**src/rtl/booth_mul_pkg.sv**
```systemverilog
// booth_mul_pkg: shared constants and the in-flight tag type for the
// Booth multiplier front end.
package booth_mul_pkg;
    localparam int MUL_LAT = 8;   // operand capture edge to FIFO write edge
    localparam int FRAC_W  = 10;
    localparam int PROD_W  = 24;

    typedef struct packed {
        logic valid;
        logic id;
    } tag_t;
endpackage

```
**src/rtl/booth_mul_arbiter_if.sv**
```systemverilog
// booth_mul_arbiter_if: requester, response and multiplier-side signals of
// booth_mul_arbiter. Lane i of every 2-wide field belongs to requester i.
interface booth_mul_arbiter_if;
    import booth_mul_pkg::*;

    logic [1:0]              req_valid;
    logic [1:0]              req_ready;
    logic [1:0][FRAC_W-1:0]  req_a;
    logic [1:0][FRAC_W-1:0]  req_b;
    logic [1:0]              req_ah;
    logic [1:0]              req_bh;
    logic [1:0]              rsp_valid;
    logic [1:0]              rsp_ready;
    logic [1:0][PROD_W-1:0]  rsp_data;
    logic [FRAC_W-1:0]       mul_a;
    logic [FRAC_W-1:0]       mul_b;
    logic                    mul_azero;
    logic                    mul_bzero;
    logic [PROD_W-1:0]       mul_s;
    logic                    busy;

    modport master (
        output req_valid, req_a, req_b, req_ah, req_bh, rsp_ready, mul_s,
        input  req_ready, rsp_valid, rsp_data, mul_a, mul_b, mul_azero, mul_bzero, busy
    );

    modport slave (
        input  req_valid, req_a, req_b, req_ah, req_bh, rsp_ready, mul_s,
        output req_ready, rsp_valid, rsp_data, mul_a, mul_b, mul_azero, mul_bzero, busy
    );
endinterface

```
**src/rtl/booth_rsp_fifo.sv**
```systemverilog
// booth_rsp_fifo: first-word-fall-through response FIFO. head is valid
// whenever empty is low. Pointers carry one wrap bit to tell full from empty.
module booth_rsp_fifo #(
    parameter int PROD_W     = 24,
    parameter int FIFO_DEPTH = 4
) (
    input  logic              clk,
    input  logic              rst,
    input  logic              push,
    input  logic [PROD_W-1:0] push_data,
    input  logic              pop,
    output logic [PROD_W-1:0] head,
    output logic              empty,
    output logic              full
);
    localparam int AW = $clog2(FIFO_DEPTH);

    logic [PROD_W-1:0] r_mem [FIFO_DEPTH];
    logic [AW:0]       r_wp, r_rp;

    assign empty = (r_wp == r_rp);
    assign full  = (r_wp[AW] != r_rp[AW]) && (r_wp[AW-1:0] == r_rp[AW-1:0]);
    assign head  = r_mem[r_rp[AW-1:0]];

    // Pointer update; a pop on an empty FIFO is ignored.
    always_ff @(posedge clk) begin
        if (rst) begin
            r_wp <= '0;
            r_rp <= '0;
        end else begin
            if (push)          r_wp <= r_wp + 1'b1;
            if (pop && !empty) r_rp <= r_rp + 1'b1;
        end
    end

    // Storage write; contents need no reset since empty masks them.
    always_ff @(posedge clk) begin
        if (push) r_mem[r_wp[AW-1:0]] <= push_data;
    end
endmodule

```
**src/rtl/booth_mul_arbiter.sv**
```systemverilog
// booth_mul_arbiter: two-requester front end for the pipelined 11x11 Booth
// multiplier. Round-robin grant, credit counters that reserve a FIFO slot per
// issued op, a tag pipeline matched to MUL_LAT, and two response FIFOs.
// Macro BOOTH_ARB_FIXED_PRIO_EN: requester 0 wins every conflict and the
// last-grant pointer is removed.
module booth_mul_arbiter
    import booth_mul_pkg::*;
#(
    parameter int FIFO_DEPTH = 4
) (
    input  logic               CLK,
    input  logic               RST,
    booth_mul_arbiter_if.slave bus
);
    localparam int CNT_W = $clog2(FIFO_DEPTH + 1);

    logic [1:0][CNT_W-1:0]  r_cnt;
    tag_t [MUL_LAT-1:0]     r_tag;
    logic [1:0]             w_elig, w_grant, w_push, w_pop, w_empty, w_full;
    logic [1:0][PROD_W-1:0] w_head;
    logic                   w_gany, w_gid, w_tag_any;
    tag_t                   w_tail;

    // A request is eligible only while a FIFO slot can still be reserved.
    always_comb begin
        w_elig = 2'b00;
        for (int i = 0; i < 2; i++)
            w_elig[i] = bus.req_valid[i] && (r_cnt[i] < CNT_W'(FIFO_DEPTH));
    end

`ifdef BOOTH_ARB_FIXED_PRIO_EN
    // Fixed priority: requester 0 first; nothing granted during reset.
    always_comb begin
        w_grant = 2'b00;
        if (!RST) begin
            if (w_elig[0])      w_grant = 2'b01;
            else if (w_elig[1]) w_grant = 2'b10;
        end
    end
`else
    logic r_last;

    // Round-robin: on conflict grant the requester not granted last.
    always_comb begin
        w_grant = 2'b00;
        if (!RST) begin
            if (&w_elig) w_grant = r_last ? 2'b01 : 2'b10;
            else         w_grant = w_elig;
        end
    end

    // Last-grant pointer moves only on a grant; reset to 1 so requester 0 wins first.
    always_ff @(posedge CLK) begin
        if (RST)         r_last <= 1'b1;
        else if (w_gany) r_last <= w_gid;
    end
`endif

    assign w_gany        = |w_grant;
    assign w_gid         = w_grant[1];
    assign bus.req_ready = w_grant;

    // Operand steering to the multiplier; zeros when idle.
    always_comb begin
        bus.mul_a     = '0;
        bus.mul_b     = '0;
        bus.mul_azero = 1'b0;
        bus.mul_bzero = 1'b0;
        if (w_gany) begin
            bus.mul_a     = bus.req_a[w_gid];
            bus.mul_b     = bus.req_b[w_gid];
            bus.mul_azero = bus.req_ah[w_gid];
            bus.mul_bzero = bus.req_bh[w_gid];
        end
    end

    // Tag pipeline tracks each issued op until its product leaves the multiplier.
    always_ff @(posedge CLK) begin
        if (RST) r_tag <= '0;
        else     r_tag <= {r_tag[MUL_LAT-2:0], tag_t'{valid: w_gany, id: w_gid}};
    end

    assign w_tail = r_tag[MUL_LAT-1];

    // Credits = FIFO occupancy + in-flight ops; issue and pop together cancel.
    always_ff @(posedge CLK) begin
        if (RST) begin
            r_cnt <= '0;
        end else begin
            for (int i = 0; i < 2; i++) begin
                if (w_grant[i] && !w_pop[i])      r_cnt[i] <= r_cnt[i] + CNT_W'(1);
                else if (!w_grant[i] && w_pop[i]) r_cnt[i] <= r_cnt[i] - CNT_W'(1);
            end
        end
    end

    for (genvar i = 0; i < 2; i++) begin : g_rsp
        assign w_push[i] = w_tail.valid && (w_tail.id == 1'(i));
        assign w_pop[i]  = bus.rsp_ready[i] && !w_empty[i];

        booth_rsp_fifo #(
            .PROD_W     (PROD_W),
            .FIFO_DEPTH (FIFO_DEPTH)
        ) u_fifo (
            .clk       (CLK),
            .rst       (RST),
            .push      (w_push[i]),
            .push_data (bus.mul_s),
            .pop       (w_pop[i]),
            .head      (w_head[i]),
            .empty     (w_empty[i]),
            .full      (w_full[i])
        );
    end

    // Any tag in flight keeps the block busy.
    always_comb begin
        w_tag_any = 1'b0;
        for (int j = 0; j < MUL_LAT; j++) w_tag_any = w_tag_any | r_tag[j].valid;
    end

    assign bus.rsp_valid = ~w_empty;
    assign bus.rsp_data  = w_head;
    assign bus.busy      = w_tag_any | ~(&w_empty);

    a_no_overflow: assert property (@(posedge CLK) disable iff (RST) !(|(w_push & w_full)));
endmodule

```
**src/flat_wrapper.sv**
```systemverilog
// flat-port wrapper written by rule: the top's interface ports become plain ports
module booth_mul_arbiter_flat import booth_mul_pkg::*;
#(
    parameter int FIFO_DEPTH = 4
)
  (CLK, RST, bus_req_valid, bus_req_a, bus_req_b, bus_req_ah, bus_req_bh, bus_rsp_ready, bus_mul_s, bus_req_ready, bus_rsp_valid, bus_rsp_data, bus_mul_a, bus_mul_b, bus_mul_azero, bus_mul_bzero, bus_busy);
  booth_mul_arbiter_if bus_i ();
  input  logic CLK;
  input  logic RST;
  input wire logic [$bits(bus_i.req_valid)-1:0] bus_req_valid;
  input wire logic [$bits(bus_i.req_a)-1:0] bus_req_a;
  input wire logic [$bits(bus_i.req_b)-1:0] bus_req_b;
  input wire logic [$bits(bus_i.req_ah)-1:0] bus_req_ah;
  input wire logic [$bits(bus_i.req_bh)-1:0] bus_req_bh;
  input wire logic [$bits(bus_i.rsp_ready)-1:0] bus_rsp_ready;
  input wire logic [$bits(bus_i.mul_s)-1:0] bus_mul_s;
  output wire logic [$bits(bus_i.req_ready)-1:0] bus_req_ready;
  output wire logic [$bits(bus_i.rsp_valid)-1:0] bus_rsp_valid;
  output wire logic [$bits(bus_i.rsp_data)-1:0] bus_rsp_data;
  output wire logic [$bits(bus_i.mul_a)-1:0] bus_mul_a;
  output wire logic [$bits(bus_i.mul_b)-1:0] bus_mul_b;
  output wire logic [$bits(bus_i.mul_azero)-1:0] bus_mul_azero;
  output wire logic [$bits(bus_i.mul_bzero)-1:0] bus_mul_bzero;
  output wire logic [$bits(bus_i.busy)-1:0] bus_busy;
  assign bus_i.req_valid = bus_req_valid;
  assign bus_i.req_a = bus_req_a;
  assign bus_i.req_b = bus_req_b;
  assign bus_i.req_ah = bus_req_ah;
  assign bus_i.req_bh = bus_req_bh;
  assign bus_i.rsp_ready = bus_rsp_ready;
  assign bus_i.mul_s = bus_mul_s;
  assign bus_req_ready = bus_i.req_ready;
  assign bus_rsp_valid = bus_i.rsp_valid;
  assign bus_rsp_data = bus_i.rsp_data;
  assign bus_mul_a = bus_i.mul_a;
  assign bus_mul_b = bus_i.mul_b;
  assign bus_mul_azero = bus_i.mul_azero;
  assign bus_mul_bzero = bus_i.mul_bzero;
  assign bus_busy = bus_i.busy;
  booth_mul_arbiter #(.FIFO_DEPTH(FIFO_DEPTH)) u_core (.CLK(CLK), .RST(RST), .bus(bus_i));
endmodule
```
**config.mk**
```make
export PLATFORM = sky130hd
export DESIGN_NAME = booth_mul_arbiter_flat
export DESIGN_NICKNAME = d
export VERILOG_FILES = /design/src/rtl/booth_mul_pkg.sv /design/src/rtl/booth_mul_arbiter_if.sv /design/src/rtl/booth_rsp_fifo.sv /design/src/rtl/booth_mul_arbiter.sv /design/src/flat_wrapper.sv
export SDC_FILE = /design/constraint.sdc
export NUM_CORES = 1
export LEC_CHECK = 0
export CAP_MARGIN = 20
export CORE_MARGIN = 3
export CORE_UTILIZATION = 30
export CTS_BUF_LIST = sky130_fd_sc_hd__clkbuf_8
export DETAILED_ROUTE_END_ITERATION = 10
export GPL_TIMING_DRIVEN = 0
export PLACE_DENSITY = 0.57
export SLEW_MARGIN = 20
export SYNTH_ARGS = -nofsm -noshare
export SYNTH_HDL_FRONTEND = slang
export SYNTH_HIERARCHICAL = 1
export SYNTH_SLANG_ARGS = --single-unit
export TNS_END_PERCENT = 50
```
**constraint.sdc**
```tcl
create_clock -name CLK -period 2.4 [get_ports CLK]
set_clock_uncertainty 0.05 [all_clocks]
set_input_delay 0.48 -clock CLK [delete_from_list [all_inputs] [get_ports CLK]]
set_output_delay 0.48 -clock CLK [all_outputs]
set_load 0.05 [all_outputs]
```
---- Yosys cells after proc, flatten, opt, wreduce, memory -nomap -nowiden ----
Memory sizes are Yosys's and may differ from the RTL's. A register that Yosys moved wholly into a read port is not among the register bits.
Cells that the tools add are included.
W data, S select, Z words.
word-level totals
  register bits after elaboration ......... 35
  bits in latches ......................... 0
  memory bits (writable) .................. 192
  memory bits (read-only) ................. 0
  input port bits ......................... 74
  output and inout port bits .............. 75
  memories kept ........................... 2
memory list
  memory                        words  width  read ports  clocked after Yosys merged registers in  write ports  line                  source
  u_core.g_rsp[0].u_fifo.r_mem  4      24     1           1                                        1            booth_rsp_fifo.sv:18  logic [PROD_W-1:0] r_mem [FIFO_DEPTH];
  u_core.g_rsp[1].u_fifo.r_mem  4      24     1           1                                        1            booth_rsp_fifo.sv:18
operators by class
  $add $sub $neg .......................... 8
  multipliers ............................. 0
  divide/modulo/power cells ............... 0
  magnitude comparators ................... 3
  eq/ne operators ......................... 2
  shift-type cells ........................ 0
  multiplexer cells ....................... 27
  bitwise gates (word level) .............. 11
  reduce and logical (&&, ||, !) cells .... 23
operators with widths
  cell                   count
  $mux W10               6
  $add A3 B1 Y3 const B  6
  $mux W2                7
  $logic_and A1 B1 Y1    12
  $mux W3                4
  $mux W1                10
  $or A1 B1 Y1           8
  $eq A3 B3 Y1           2
  $logic_not A1 Y1       6
  $lt A3 B3 Y1 const B   2
  $sub A3 B1 Y3 const B  2
  $reduce_and A2 Y1      2
  $reduce_bool A2 Y1     2
  $lt A1 B2 Y1 const B   1
  $not A1 Y1             2
  $not A2 Y2             1
  $reduce_or A2 Y1       1

---- Depth between registers and ports, before layout ----
Gate-level depths: netlist (run 1).
  word-level depth ........................ 9
  depth in mapped cells ................... 10

---- Cells and area by module ----
Netlist (run 1), hierarchy kept.
by module, submodules not included
  module             instances  cells an instance  area an instance (µm²)  seq. area each (µm²)
  booth_rsp_fifo     2          178                3945.0                  3042.9
  booth_mul_arbiter  1          158                1316.3                  460.4

---- Least setup slack after synthesis (run 1) ----
Ideal clock, no wire load.
  path type ............................... input-to-reg
  start point ............................. in bus_req_valid[1]
  end point ............................... reg u_core/r_cnt[2] in the netlist's numbering
  setup time .............................. 0.071 ns
  arrival time ............................ 3.233 ns
  setup slack ............................. -0.953 ns
  stages .................................. 10
  buffers on the path ..................... 1
  path through ............................ nand2b_1 -> buf_2 -> nor2_1 -> nor3_1 -> ha_1 -> inv_1 -> fa_1 -> xor2_1 -> or3_1 -> a21oi_1
on the way
  cells in the longest elaborated chain, start to end .. 7
RTL lines
  element                              line                     source
  start, declared                      flat_wrapper.sv:10       input wire logic [$bits(bus_i.req_valid)-1:0] bus_req_valid;
  $logic_and A1 B1 Y1 *                booth_mul_arbiter.sv:28  w_elig[i] = bus.req_valid[i] && (r_cnt[i] < CNT_W'(FIFO_DEPTH));
  $reduce_and A2 Y1 *                  booth_mul_arbiter.sv:47  if (&w_elig) w_grant = r_last ? 2'b01 : 2'b10;
  $mux W2 *                            booth_mul_arbiter.sv:47
  $mux W2 *                            booth_mul_arbiter.sv:46  if (!RST) begin
  net bus_req_ready[0]                 flat_wrapper.sv:17       output wire logic [$bits(bus_i.req_ready)-1:0] bus_req_ready;
  $logic_not A1 Y1                     booth_mul_arbiter.sv:92  else if (!w_grant[i] && w_pop[i]) r_cnt[i] <= r_cnt[i] - CNT_W'(1);
  $logic_and A1 B1 Y1                  booth_mul_arbiter.sv:92
  $reduce_bool A2 Y1 (no source line)  n/a
  end signal, assigned by index        booth_mul_arbiter.sv:91  if (w_grant[i] && !w_pop[i]) r_cnt[i] <= r_cnt[i] + CNT_W'(1);
  end signal, assigned by index        booth_mul_arbiter.sv:92
  end, declared                        booth_mul_arbiter.sv:17  logic [1:0][CNT_W-1:0] r_cnt;
The timed path passes the listed nets; every way through them passes the cells marked *.
A chain may end at the register's enable or synchronous reset.

==> results_dict.tcl, run 1 <==
set metrics [dict create \
    syn_to_final_growth_pct 32.9 \
    antenna_left 0 \
    layout_commonest_cell "edfxtp_1" \
    grt_remaining_overflow 0 \
    die_w_um 181 \
    finalWeightedCongestion 0.745 \
    coreArea_um2 30000 \
    antenna_found_initial 0 \
    cp_max_fo 8 \
    r2r_cells 10 \
    r2r_end "u_core/r_cnt[5]" \
    fmax_ghz 0.414 \
    wirelength_mm 20.3 \
    dieArea_um2 32800 \
    status "finished with violations" \
    cts_buffers 38 \
    required_ps 1870 \
    violations "setup timing" \
    powerDensity_nw_per_um2 861 \
    hold_class "primary input to flop" \
    htreeDepth 2 \
    mostFrequentLayoutCells "edfxtp_1 (192), clkdlybuf4s50_1 (70), buf_6 (55)" \
    drtIter0Drc 246 \
    dr.pass1.iters 6 \
    holdWs_ps 369 \
    port_buffers 148 \
    start_kind "flop" \
    grt_pass1_wl_mm 31.2 \
    nNetsFinal 799 \
    hold_viol 0 \
    grt_usage_pct 12.1 \
    n_antenna_cell 0 \
    io-pin-count 149 \
    setup_ws_ps -14.7 \
    clk_latency_ps 510 \
    r2r_start "u_core/g_rsp[1].u_fifo/r_rp[2]" \
    placed_cells 1049 \
    peakVddDrop_v 0.000311 \
    initial_utilization_pct 30.7 \
    end_kind "output port" \
    clk_path_buf_depth 3 \
    vias_per_cell 4.70 \
    die_h_um 181 \
    syn_nets 598 \
    critPathKind "flop to output port" \
    min_period_ps 2410 \
    synth_warnings 6 \
    clock-root-buffer "clkbuf_8" \
    slew_headroom_pct 46.0 \
    path_clk_slew_ps 60 \
    setup_viol 3 \
    dp_hpwl_mm 13.1 \
    syn_area_per_cell_um2 18.0 \
    rsz0062_at_grt "yes" \
    power.leakage_nw 4.23 \
    drv_slew 0 \
    vias 5287 \
    netlist_area_um2 9190 \
    cts_tree "built" \
    wl_per_cell_um 18.0 \
    cts_sinks 231 \
    grt_max_degree 26 \
    critPathArrivalTime_ps 1880 \
    num_rows 63 \
    instances_no_fill 1124 \
    min_period_over_period_pct 101 \
    postSynthCellCount 510 \
    worst-slew-pin-transition_ps 809 \
    maxCapViolCount 0 \
    drc_errors 0 \
    reg2reg_slack_ps 10 \
    crit_end "bus_rsp_data[41]" \
    layout-drive-gt1-share_pct 33.9 \
    grt_pass1_vias 5724 \
]
## worst max-delay path, stage by stage (launching register included)
cell and delay (ps):
dfxtp_2 340, buf_12 160, mux4_2 520, clkdlybuf4s15_2 350
## metal layers
metal | track usage [%] | up-vias | wire length [um]
met3 | 3.06 | 33 | 1290
met1 | 15.1 | 2641 | 8400
met5 | 0 | - | 0
met4 | 3.50 | 0 | 379
li1 | - | 2422 | -
met2 | 20.8 | 191 | 10200
## final cells by class
class | instances | area, um2
clock inverters | 24 | 97.6
well taps | 390 | 488
flip-flops and latches | 231 | 6570
multi-input cells | 239 | 2550
repair buffers | 163 | 1660
fillers | 2707 | 17700
inverters | 15 | 60.1
plain buffers | 23 | 255
clock buffers | 39 | 537
## state kept, by name (all words and copies together) (netlist names), named ones only
| signal | count |
|---|---|
| u_core/r_last | 1 |
| u_core/g_rsp.u_fifo/r_mem | 192 |
| u_core/r_cnt | 6 |
| u_core/g_rsp.u_fifo/r_rp | 6 |
| u_core/r_tag | 16 |
| u_core/g_rsp.u_fifo/r_wp | 6 |
## metrics by stage
stage	instance area [um2]	util (%)	setup WS (ps)	power, W	TNS, ps
after floorplan	9230	-	-169	0.00647	-234
after global placement	11200	37.4	-1370	0.00731	-45290
after detailed placement	11200	37.5	-1430	0.00736	-48540
after CTS	12000	40.1	-97.9	0.0105	-3420
after global routing	12200	40.8	-103	0.0110	-2790
final	12200	40.8	-14.7	0.0105	-21.0
## report_power, final
group / internal, W / leakage, nW / switching [W]
Clock: 0.00149 / 0.376 / 0.00137
Sequential: 0.00442 / 2.05 / 0.0000777
Combinational: 0.00139 / 1.80 / 0.00177
Total: 0.00730 / 4.23 / 0.00321
## timing repair
item	4_1_cts	5_1_grt
gates resized for setup	492	48
endpoints found under the setup margin	80	71
buffers inserted	2	7
pin swaps	2	6
hold buffers	0	0
cloned	2	3
## how the worst min path moves through the flow
stage	cells past startpoint	startpoint	endpoint	slack, ps
after floorplan	1	u_core/r_tag[8]	u_core/r_tag[10]	360
after global placement	1	u_core/r_tag[4]	u_core/r_tag[6]	370
after detailed placement	1	u_core/r_tag[10]	u_core/r_tag[12]	380
after CTS	2	RST	u_core/g_rsp[1].u_fifo/r_wp[0]	370
after global routing	2	RST	u_core/g_rsp[1].u_fifo/r_wp[0]	380
final	2	RST	u_core/g_rsp[1].u_fifo/r_wp[0]	370
No activity file was read; power rests on OpenSTA's default activity.
==> run 2: changes to the inputs <==
- CORE_ASPECT_RATIO: default -> 0.5
- CORE_MARGIN: 3 -> default
- CORE_UTILIZATION: 30 -> 50
- PLACE_DENSITY: 0.57 -> 0.83
==> results_dict.tcl, run 2 (synthesized netlist as in run 1, its figures left out) <==
set metrics [dict create \
    initial_utilization_pct 51.9 \
    dr.pass1.iters 4 \
    end_kind "output port" \
    antenna_left 0 \
    holdWs_ps 334 \
    reg2reg_slack_ps 100 \
    port_buffers 148 \
    num_rows 34 \
    path_clk_slew_ps 70 \
    r2r_start "u_core/g_rsp[1].u_fifo/r_rp[2]" \
    n_antenna_cell 0 \
    mostFrequentLayoutCells "edfxtp_1 (192), clkdlybuf4s50_1 (70), buf_6 (55)" \
    setup_viol 41 \
    cts_tree "built" \
    hold_viol 0 \
    drc_errors 0 \
    min_period_ps 2460 \
    wl_per_cell_um 20.3 \
    grt_remaining_overflow 0 \
    io-pin-count 149 \
    hold_start "RST" \
    finalWeightedCongestion 0.721 \
    vias 5310 \
    drv_slew 0 \
    clk_path_buf_depth 3 \
    seq_area_um2 6570 \
    syn_to_final_growth_pct 29.7 \
    powerDensity_nw_per_um2 859 \
    nNetsFinal 790 \
    htreeDepth 1 \
    multi_input_area_um2 2570 \
    filler_cell_count 1161 \
    critPathArrivalTime_ps 1930 \
    grt_usage_pct 19.8 \
    min_to "u_core/g_rsp[0].u_fifo/r_wp[0]" \
    grt_max_degree 26 \
    vias_per_cell 5.57 \
    largest_reg_flops 192 \
    violations "setup timing" \
    setup_ws_ps -64.5 \
    worst-slew-pin-transition_ps 765 \
    layout-drive-gt1-share_pct 33.1 \
    grt_pass1_vias 5477 \
    cts_buffers 31 \
    postLayoutCellArea_um2 11900 \
    r2r_cells 10 \
    start_kind "flop" \
    slew_headroom_pct 49.0 \
    die_w_um 194 \
    hold_depth 2 \
    holdBufCountCts 0 \
    place_area_um2 11000 \
    dieArea_um2 19000 \
    grt_pass1_wl_mm 28.9 \
    clock-root-buffer "clkbuf_8" \
    r2r_end "u_core/r_cnt[5]" \
    antenna_found_initial 0 \
    hold_class "primary input to flop" \
    required_ps 1870 \
    critPathKind "flop to output port" \
    cp_max_fo 8 \
    peakVddDrop_v 0.000473 \
    clk_latency_ps 540 \
    drtIter0Drc 352 \
    rsz0062_at_grt "yes" \
    cts_sinks 231 \
    power.leakage_nw 4.16 \
    layout_commonest_cell "edfxtp_1" \
    coreArea_um2 17700 \
    die_h_um 97.9 \
    status "finished with violations" \
    wirelength_mm 19.3 \
    fmax_ghz 0.406 \
    maxCapViolCount 0 \
    dp_hpwl_mm 11.5 \
    min_period_over_period_pct 103 \
]
-- run 2: metrics by stage --
step                TNS, ps  power, W  std cells  util (%)  setup WS, ps
floorplan              -234   0.00647        510         -          -169
global placement     -41990   0.00729        892      62.2         -1340
detailed placement   -44590   0.00732        892      62.2         -1370
CTS                   -2960    0.0100        942      65.9         -94.3
global route          -4650    0.0107        953      67.4          -132
finish                -1320    0.0102        953      67.4         -64.5
-- run 2: critical path, stage by stage (launching register included) --
cell,delay [ps]
dfxtp_2,350
buf_12,170
clkbuf_16,170
mux4_2,520
buf_6,170
-- run 2: power breakdown --
| part | internal, W | switching (W) |
|---|---|---|
| combinational | 0.00144 | 0.00176 |
| sequential | 0.00442 | 0.0000840 |
| clock | 0.00122 | 0.00132 |
| total | 0.00708 | 0.00317 |
-- run 2: area by class of cell --
| type | count | area share, % |
|---|---|---|
| Timing Repair Buffer | 161 | 13.8 |
| Inverter | 15 | 0.504 |
| Multi-Input combinational cell | 239 | 21.6 |
| Clock inverter | 18 | 0.640 |
| Buffer | 23 | 2.19 |
| Tap cell | 234 | 2.46 |
| Clock buffer | 32 | 3.69 |
| Sequential cell | 231 | 55.1 |
-- run 2: how the worst max path moves through the flow --
stage,from,end,slack (ps),cells past startpoint
after floorplan,bus_req_valid[1],u_core/r_cnt[2],-170,10
after global placement,RST,bus_mul_a[4],-1340,7
after detailed placement,RST,bus_mul_b[2],-1370,7
after CTS,flop,bus_rsp_data[46],-90,4
after global routing,flop,bus_rsp_data[29],-130,4
final,flop,bus_rsp_data[28],-60,4
-- run 2: timing repair --
item | CTS | global route
cloned | 0 | 4
pin swaps | 2 | 10
gates resized for setup | 485 | 51
buffers inserted | 2 | 7
setup endpoints to repair | 79 | 74
-- run 2: per-layer routing --
layer  track usage, %  vias up  wire, um
met1             26.1     2624      7770
met2             34.1      246      9750
li1                 -     2412         -
met3             4.08       28      1490
met5                0        -         0
met4             4.55        0       285
